### src/rtl/bin_to_dec_display.sv
// Binary-to-decimal converter feeding an LCD character writer.
// Double-dabble conversion of a 16-bit value into five ASCII digits, emitted one per handshake.
module bin_to_dec_display #(
    parameter bit         LEAD_BLANK = 1'b1,
    parameter logic [3:0] BASE_POS   = 4'd0
) (
    input  logic        clk,
    input  logic        reset,
    input  logic        start,
    input  logic [15:0] value_in,
    output logic        busy,
    output logic [7:0]  char_out,
    output logic [3:0]  char_pos,
    output logic        char_valid,
    input  logic        char_ready,
    output logic        done
);

    localparam int unsigned VAL_W  = 16;
    localparam int unsigned BCD_W  = 20;
    localparam int unsigned ITER_W = 5;
    localparam int unsigned IDX_W  = 3;
    localparam int unsigned DIGITS = 5;

    localparam logic [1:0] IDLE    = 2'd0;
    localparam logic [1:0] CONVERT = 2'd1;
    localparam logic [1:0] EMIT    = 2'd2;
    localparam logic [1:0] DONE    = 2'd3;

    logic [1:0]        state_q, state_d;
    logic [VAL_W-1:0]  shift_q, shift_d;
    logic [BCD_W-1:0]  bcd_q, bcd_d;
    logic [BCD_W-1:0]  adj;
    logic [ITER_W-1:0] iter_q, iter_d;
    logic [IDX_W-1:0]  idx_q, idx_d;
    logic              busy_q, busy_d;
    logic              valid_q, valid_d;
    logic              done_q, done_d;
    logic [7:0]        char_q, char_d;
    logic [3:0]        pos_q, pos_d;
    logic [3:0]        digit;
    logic [3:0]        nib;
    logic              lead_zero;

    always_ff @(posedge clk) begin
        if (reset) begin
            state_q <= IDLE;
            shift_q <= '0;
            bcd_q   <= '0;
            iter_q  <= '0;
            idx_q   <= '0;
            busy_q  <= 1'b0;
            valid_q <= 1'b0;
            done_q  <= 1'b0;
            char_q  <= '0;
            pos_q   <= '0;
        end else begin
            state_q <= state_d;
            shift_q <= shift_d;
            bcd_q   <= bcd_d;
            iter_q  <= iter_d;
            idx_q   <= idx_d;
            busy_q  <= busy_d;
            valid_q <= valid_d;
            done_q  <= done_d;
            char_q  <= char_d;
            pos_q   <= pos_d;
        end
    end

    always_comb begin
        state_d   = state_q;
        shift_d   = shift_q;
        bcd_d     = bcd_q;
        iter_d    = iter_q;
        idx_d     = idx_q;
        adj       = bcd_q;
        digit     = 4'd0;
        nib       = 4'd0;
        lead_zero = 1'b1;

        // Add-3 correction applied before each shift
        for (int i = 0; i < DIGITS; i++) begin
            if (bcd_q[4*i +: 4] >= 4'd5) begin
                adj[4*i +: 4] = bcd_q[4*i +: 4] + 4'd3;
            end
        end

        case (state_q)
            IDLE: begin
                if (start) begin
                    shift_d = value_in;
                    bcd_d   = '0;
                    iter_d  = '0;
                    idx_d   = '0;
                    state_d = CONVERT;
                end
            end
            CONVERT: begin
                {bcd_d, shift_d} = {adj, shift_q} << 1;
                iter_d = iter_q + ITER_W'(1);
                if (iter_q == ITER_W'(VAL_W - 1)) begin
                    idx_d   = '0;
                    state_d = EMIT;
                end
            end
            EMIT: begin
                if (char_ready) begin
                    if (idx_q == IDX_W'(DIGITS - 1)) begin
                        state_d = DONE;
                    end else begin
                        idx_d = idx_q + IDX_W'(1);
                    end
                end
            end
            DONE: begin
                state_d = IDLE;
            end
            default: begin
                state_d = IDLE;
            end
        endcase

        // Digit 0 is the ten-thousands place; leading-zero tracking covers digits 0..idx
        for (int i = 0; i < DIGITS; i++) begin
            nib = bcd_d[4*(DIGITS-1-i) +: 4];
            if (IDX_W'(i) <= idx_d && nib != 4'd0) begin
                lead_zero = 1'b0;
            end
            if (IDX_W'(i) == idx_d) begin
                digit = nib;
            end
        end

        busy_d  = (state_d != IDLE);
        valid_d = (state_d == EMIT);
        done_d  = (state_d == DONE);
        char_d  = 8'h00;
        pos_d   = 4'd0;
        if (state_d == EMIT) begin
            pos_d = BASE_POS + 4'(idx_d);
            if (LEAD_BLANK && lead_zero && idx_d != IDX_W'(DIGITS - 1)) begin
                char_d = 8'h20;
            end else begin
                char_d = 8'h30 + 8'(digit);
            end
        end
    end

    assign busy       = busy_q;
    assign char_valid = valid_q;
    assign done       = done_q;
    assign char_out   = char_q;
    assign char_pos   = pos_q;

endmodule
### config.mk
export PLATFORM = sky130hd
export DESIGN_NAME = bin_to_dec_display
export DESIGN_NICKNAME = d
export VERILOG_FILES = /design/src/rtl/bin_to_dec_display.sv
export SDC_FILE = /design/constraint.sdc
export NUM_CORES = 1
export LEC_CHECK = 0
export CAP_MARGIN = 25
export CORE_MARGIN = 2
export CORE_UTILIZATION = 51
export DETAILED_ROUTE_END_ITERATION = 7
export GPL_ROUTABILITY_DRIVEN = 0
export PLACE_DENSITY = 0.82
export SLEW_MARGIN = 0
export SYNTH_ARGS = -nofsm -noshare
export SYNTH_HDL_FRONTEND = slang
export SYNTH_SLANG_ARGS = --single-unit
### constraint.sdc
create_clock -name clk -period 2.2 [get_ports clk]
set_input_delay 0.22 -clock clk [delete_from_list [all_inputs] [get_ports clk]]
set_output_delay 0.22 -clock clk [all_outputs]
set_load 0.1 [all_outputs]
==> run_results.csv, run 1 <==
group,metric,value,unit
final_layout,fillers,452,
timing,period_share,103,%
drt,drt-total-wl,8.15,mm
yosys,ys_seq_elements,58,
placement,post-place-cells,497,
grt,grt_max_degree,32,
power,internal_power,1.64,mW
timing,hold_viol_final,0,
yosys,synth_top_area_share,37.5,%
final_layout,regArea,1170,um2
drt,drc_errors,0,
die,core-area,5890,um2
drt,ant_nets,0,
die,start_util,52.6,%
power,p_per_area,543,nW/um2
clock_tree,cts_max_level,3,
placement,port_buffers,31,
grt,overflow,0,
timing,clock_skew,0.00436,ns
yosys,synth_area,3090,um2
drt,drt_iter0_drc,272,
timing,max_freq,0.440,GHz
die,die_w,81.9,um
yosys,yosysMostFrequentCell,"dfxtp_1",
yosys,ys.flop_type,"dfxtp_1",
yosys,seq_area_frac_synth,37.5,%
drt,drt-vias-per-instance,5.86,
placement,dp_slack,-0.154,ns
power,swShare,25.1,%
placement,dp_hpwl,5.33,mm
yosys,syn_inst,377,
power,p_clk_share,38.0,%
drt,num_vias,3030,
timing,setup_violations,1,
clock_tree,cts.clk_slew.worst_paths,0.06,ns
worst_setup_path,cp.required,2.42,ns
job,cap_violations,0,
final_layout,multi_input_area,1890,um2
timing,postLayoutSetupSlackWorst,-0.0720,ns
die,die-area,6710,um2
yosys,synth_area_leaders,"dfxtp_1 (38%), nor2_1 (5.7%), ha_1 (5.7%)",
yosys,synthArstFlopShare,0,%
run_status,violations,"setup timing",
clock_tree,cts_buffers,9,
final_layout,antenna_cells,0,
worst_setup_path,end_kind,"register",
worst_setup_path,arrival,2.49,ns
power,p_sw,0.551,mW
clock_tree,cts_sinks,58,
grt,grt_pass1_vias,2705,
final_layout,fin_cells,517,
clock_tree,root_buffer,"clkbuf_8",
power,irDropWorstVdd,450,uV
worst_setup_path,cp_max_fo,5,
yosys,synth_edf_count,0,
min_path,hold_path.class,"reg -> reg",
power,pwr-share-comb,11.5,%
timing,holdWs,0.464,ns
drt,wl_per_cell,15.8,um
clock_tree,cts_tree,"built",
final_layout,area_growth,30.5,%
timing,rsz0062_at_grt,"true",
die,ios,35,
yosys,ys_types,55,
power,p_leak,1.64,nW
grt,grt_pass1_wl,12.6,mm
power,seq_power_share,50.4,%
yosys,post-synth-top-area-cell,"dfxtp_1",
clock_tree,clock_latency,0.35,ns
yosys,synth_area_per_cell,8.21,um2
final_layout,final_nets,474,
timing,fin_crit,2.27,ns
clock_tree,cts.path.max_buffers,2,
drt,drtPass1Iterations,5,
run_status,outcome,"finished, violations left",
timing,tightestPinTransition,0.659,ns
yosys,yosysWarnings,0,
grt,grt_use_total,25.1,%
yosys,ys_top_cells_by_count,"dfxtp_1 (58), nor2_1 (47), inv_1 (33)",
worst_setup_path,critPathLaunchType,"register",
timing,relSlewSlack,55.7,%
worst_setup_path,critPathKind,"reg -> reg",
timing,slew_violations,0,
grt,antenna_found_initial,0,
die,die_y,81.9,um
die,fp-row-count,28,
final_layout,layout-drive-gt1-share,25.8,%
## kinds of logic after synthesis
group                      after synthesis  share of synthesized area (%)
adders and majority gates               14                           5.66
buffers and inverters                   57                           7.97
xor gates and xnor gates                 4                           1.13
AOI/OAI and AO/OA                      118                           27.3
muxes                                    6                           1.94
other                                    1                          0.121
DFF                                     58                           37.5
and+or+nand+nor                        119                           18.4
## worst paths after layout
check | from | to | slack (ns) | cells past startpoint
max | iter_q[0]$_SDFFE_PP0P_ | char_out[3]$_SDFF_PP0_ | -0.07 | 10
min | shift_q[14]$_SDFFE_PP0P_ | shift_q[14]$_SDFFE_PP0P_ | 0.46 | 2
max reg2reg | iter_q[0]$_SDFFE_PP0P_ | char_out[3]$_SDFF_PP0_ | -0.07 | 10
min reg2reg | shift_q[14]$_SDFFE_PP0P_ | shift_q[14]$_SDFFE_PP0P_ | 0.46 | 2
## layer usage
| metal | wire length, um | vias to the layer above | GRT usage, % |
|---|---|---|---|
| li1 | - | 1452 | - |
| met1 | 3370 | 1425 | 31.3 |
| met2 | 3970 | 120 | 40.9 |
| met3 | 441 | 33 | 6.48 |
| met4 | 378 | 0 | 10.7 |
| met5 | 0 | - | 0 |
## power by group through the flow
stage | Clock (mW) | Sequential (mW) | Combinational (mW)
final | 0.834 | 1.11 | 0.253
after global routing | 0.895 | 1.11 | 0.274
after CTS | 0.851 | 1.11 | 0.242
after detailed placement | 0 | 1.13 | 0.240
after global placement | 0 | 1.12 | 0.235
after floorplan | 0 | 1.13 | 0.149
## sequential cells by signal, summed over array words and instances, names as in the netlist
name and cells:
bcd_q 20, shift_q 16, char_out 6, iter_q 5, char_pos 3, idx_q 3
state_q 2, busy 1, char_valid 1, done 1
## metrics by stage
stage	instance area (um2)	TNS, ns	utilization [%]	total power, mW
5_1_grt	4040	-0.298	68.6	2.28
6_report	4040	-0.0720	68.6	2.19
3_3_place_gp	3620	-0.301	61.4	1.36
4_1_cts	3840	-0.00892	65.3	2.20
3_5_place_dp	3620	-0.487	61.4	1.37
2_1_floorplan	3100	0	-	1.28
## placed cells by master, fill, tap and decap left out, drive strengths merged, types with 2 or more instances in the layout
| cell type | n |
|---|---|
| clkdlybuf4s50 | 19 |
| o211ai | 3 |
| clkbuf | 13 |
| inv | 34 |
| a31oi | 5 |
| nand2b | 6 |
| a41oi | 3 |
| o21ai | 20 |
| mux2i | 6 |
| ha | 14 |
| a221oi | 15 |
| nor2b | 8 |
| buf | 53 |
| conb | 3 |
| dfxtp | 58 |
| nand3 | 4 |
| a22oi | 11 |
| a211oi | 7 |
| and3 | 3 |
| nor2 | 47 |
| and2 | 3 |
| o22ai | 15 |
| nand2 | 29 |
| nand3b | 2 |
| xnor2 | 4 |
| a21oi | 25 |
| nor3b | 7 |
| nor3 | 6 |
| o21bai | 2 |
## what timing repair did
action                                 CTS  global route
pin swaps                                5            17
setup buffers                            2             5
resized for setup                       13            42
endpoints found under the hold margin    0             0
hold buffers                             0             0
setup endpoints to repair                5             5
## area by class of cell
cell class | count | area share (%)
Sequential cell | 58 | 29.1
Inverter | 35 | 3.25
Timing Repair Buffer | 72 | 14.7
Clock buffer | 13 | 3.94
Multi-Input combinational cell | 264 | 46.8
Tap cell | 75 | 2.32
## worst max-delay path, stage by stage (launching register included)
cell     delay [ns]
dfxtp_2        0.35
ha_4           0.15
and3_4         0.20
ha_4           0.14
nand2_4        0.05
o22a_4         0.25
a211o_4        0.38
mux2i_1        0.23
mux2i_1        0.12
a22oi_1        0.20
nor2_1         0.09
No activity file was read; power rests on OpenSTA's default activity.
==> inputs of run 2 (changes only) <==
--- a/config.mk
+++ b/config.mk
@@ -10,6 +10,7 @@
 export CORE_UTILIZATION = 51
 export DETAILED_ROUTE_END_ITERATION = 7
 export GPL_ROUTABILITY_DRIVEN = 0
+export GPL_TIMING_DRIVEN = 1
 export PLACE_DENSITY = 0.82
 export SLEW_MARGIN = 0
 export SYNTH_ARGS = -nofsm -noshare
==> results of run 2 <==
Final layout, timing and power as in run 1 (identical DEF).
==> inputs of run 3 (changes only) <==
--- a/config.mk
+++ b/config.mk
@@ -6,12 +6,12 @@
 export NUM_CORES = 1
 export LEC_CHECK = 0
 export CAP_MARGIN = 25
-export CORE_MARGIN = 2
+export CORE_MARGIN = 4
 export CORE_UTILIZATION = 51
 export DETAILED_ROUTE_END_ITERATION = 7
 export GPL_ROUTABILITY_DRIVEN = 0
 export GPL_TIMING_DRIVEN = 1
-export PLACE_DENSITY = 0.82
+export PLACE_DENSITY = 0.76
 export SLEW_MARGIN = 0
 export SYNTH_ARGS = -nofsm -noshare
 export SYNTH_HDL_FRONTEND = slang
==> run 3 against run 2 <==
Sequential power about the same. Count of clock-buffer cells in the layout is 1 lower. Maximum frequency up 1.4%. Clock skew increased by 0.0039 ns. The flow still finishes with violations (setup timing). Largest cell class unchanged. Largest power group unchanged.
==> run_results.csv, run 3 (synthesized netlist as in run 1, its figures left out) <==
group,metric,value,unit
timing,holdWs,0.462,ns
drt,wl_per_cell,15.6,um
placement,place_area,3650,um2
timing,postLayoutSetupSlackWorst,-0.0406,ns
timing,setup_violations,1,
power,p_per_area,569,nW/um2
timing,clock_skew,0.00822,ns
die,start_util,52.3,%
worst_setup_path,critPathKind,"reg -> reg",
clock_tree,cts_sinks,58,
worst_setup_path,critPathLaunchType,"register",
worst_setup_path,cp_max_fo,7,
placement,dp_hpwl,5.55,mm
run_status,outcome,"finished, violations left",
power,swShare,26.2,%
final_layout,regArea,1170,um2
min_path,hold_path.class,"reg -> reg",
final_layout,final_cell_mix,"dfxtp_1 (54), buf_4 (50), nor2_1 (46)",
worst_setup_path,end_kind,"register",
final_layout,regMostFlops,"bcd_q",
job,cap_violations,0,
run_status,violations,"setup timing",
final_layout,final_util,67.8,%
final_layout,area_growth,29.7,%
die,fp-row-count,28,
die,core-area,5920,um2
worst_setup_path,cp.required,2.41,ns
final_layout,final_common_cell,"dfxtp_1",
drt,drt_iter0_drc,200,
final_layout,multi_input_area,1820,um2
final_layout,final_area,4010,um2
clock_tree,clock_latency,0.34,ns
timing,slew_violations,0,
drt,drtPass1Iterations,5,
grt,antenna_found_initial,0,
die,die_y,85.9,um
power,internal_power,1.68,mW
placement,port_buffers,31,
clock_tree,root_buffer,"clkbuf_8",
final_layout,final_nets,474,
clock_tree,cts_max_level,3,
final_layout,antenna_cells,0,
timing,fin_crit,2.24,ns
grt,grt_max_degree,48,
drt,drc_errors,0,
grt,grt_pass1_vias,2836,
grt,grt_pass1_wl,13.2,mm
clock_tree,hold_buffers,0,
power,p_leak,1.65,nW
drt,ant_nets,0,
power,pwr-share-comb,10.9,%
power,irDropWorstVdd,574,uV
die,die_w,85.9,um
grt,overflow,0,
drt,num_vias,2977,
drt,drt-total-wl,8.11,mm
power,p_sw,0.599,mW
clock_tree,cts.clk_slew.worst_paths,0.07,ns
power,seq_power_share,48.5,%
timing,max_freq,0.446,GHz
timing,period_share,102,%
final_layout,fillers,468,
timing,rsz0062_at_grt,"true",
die,die-area,7380,um2
final_layout,layout-drive-gt1-share,22.9,%
timing,tightestPinTransition,0.619,ns
drt,drt-vias-per-instance,5.73,
grt,grt_use_total,22.7,%
power,p_clk_share,40.5,%
timing,hold_viol_final,0,
power,p_total,2.28,mW
clock_tree,cts_buffers,9,
worst_setup_path,arrival,2.46,ns
timing,relSlewSlack,58.4,%
clock_tree,cts_tree,"built",
die,ios,35,
placement,dp_slack,-0.176,ns
clock_tree,cts.path.max_buffers,2,
final_layout,largest_reg_flops,20,
## run 3: power by group through the flow
stage	Sequential (mW)	Clock, mW	Combinational, mW
after floorplan	1.13	0	0.149
after global placement	1.13	0	0.235
after detailed placement	1.13	0	0.238
after CTS	1.11	0.942	0.243
after global routing	1.11	0.988	0.268
final	1.11	0.926	0.249
## run 3: metal layers
metal	up-vias	track usage, %	share of wire (%)
met2	102	36.9	48
met3	21	4.42	5.1
met4	0	12.4	3.1
met5	-	0	0
li1	1461	-	-
met1	1393	28.2	44
## run 3: path summary, 6_finish.rpt
check | from | end | slack, ns | cells after the start
setup reg to reg | iter_q[1]$_SDFFE_PP0P_ | char_out[3]$_SDFF_PP0_ | -0.04 | 11
hold / removal | shift_q[14]$_SDFFE_PP0P_ | shift_q[14]$_SDFFE_PP0P_ | 0.46 | 2
setup / recovery | iter_q[1]$_SDFFE_PP0P_ | char_out[3]$_SDFF_PP0_ | -0.04 | 11
hold reg to reg | shift_q[14]$_SDFFE_PP0P_ | shift_q[14]$_SDFFE_PP0P_ | 0.46 | 2
## run 3: repair_timing
| action | in CTS | in global routing |
|---|---|---|
| buffers inserted | 2 | 2 |
| endpoints found under the setup margin | 5 | 5 |
| resized for setup | 16 | 19 |
| pin swaps | 6 | 5 |
## run 3: layout make-up
type,count,area share [%]
tap,75,2.34
clock inverter,4,0.623
sequential,58,29.1
clock buffer,12,4.11
timing repair buffer,72,15.1
multi-input combinational,264,45.4
inverter,35,3.27
## run 3: per-stage QoR
step	TNS, ns	cells
global placement	-0.327	500
detailed placement	-0.536	500
finish	-0.0406	520
global route	-0.416	520
floorplan	0	379
CTS	0	518
## run 3: worst max-delay path: stages, from the launching register on
cell and delay, ns:
dfxtp_2 0.35, ha_4 0.14, and3_4 0.19, ha_4 0.13, nand2_4 0.06, o22a_4 0.29, a211oi_4 0.24, buf_6 0.17
mux2i_1 0.19, mux2i_1 0.11, a22oi_1 0.20, nor2_1 0.05
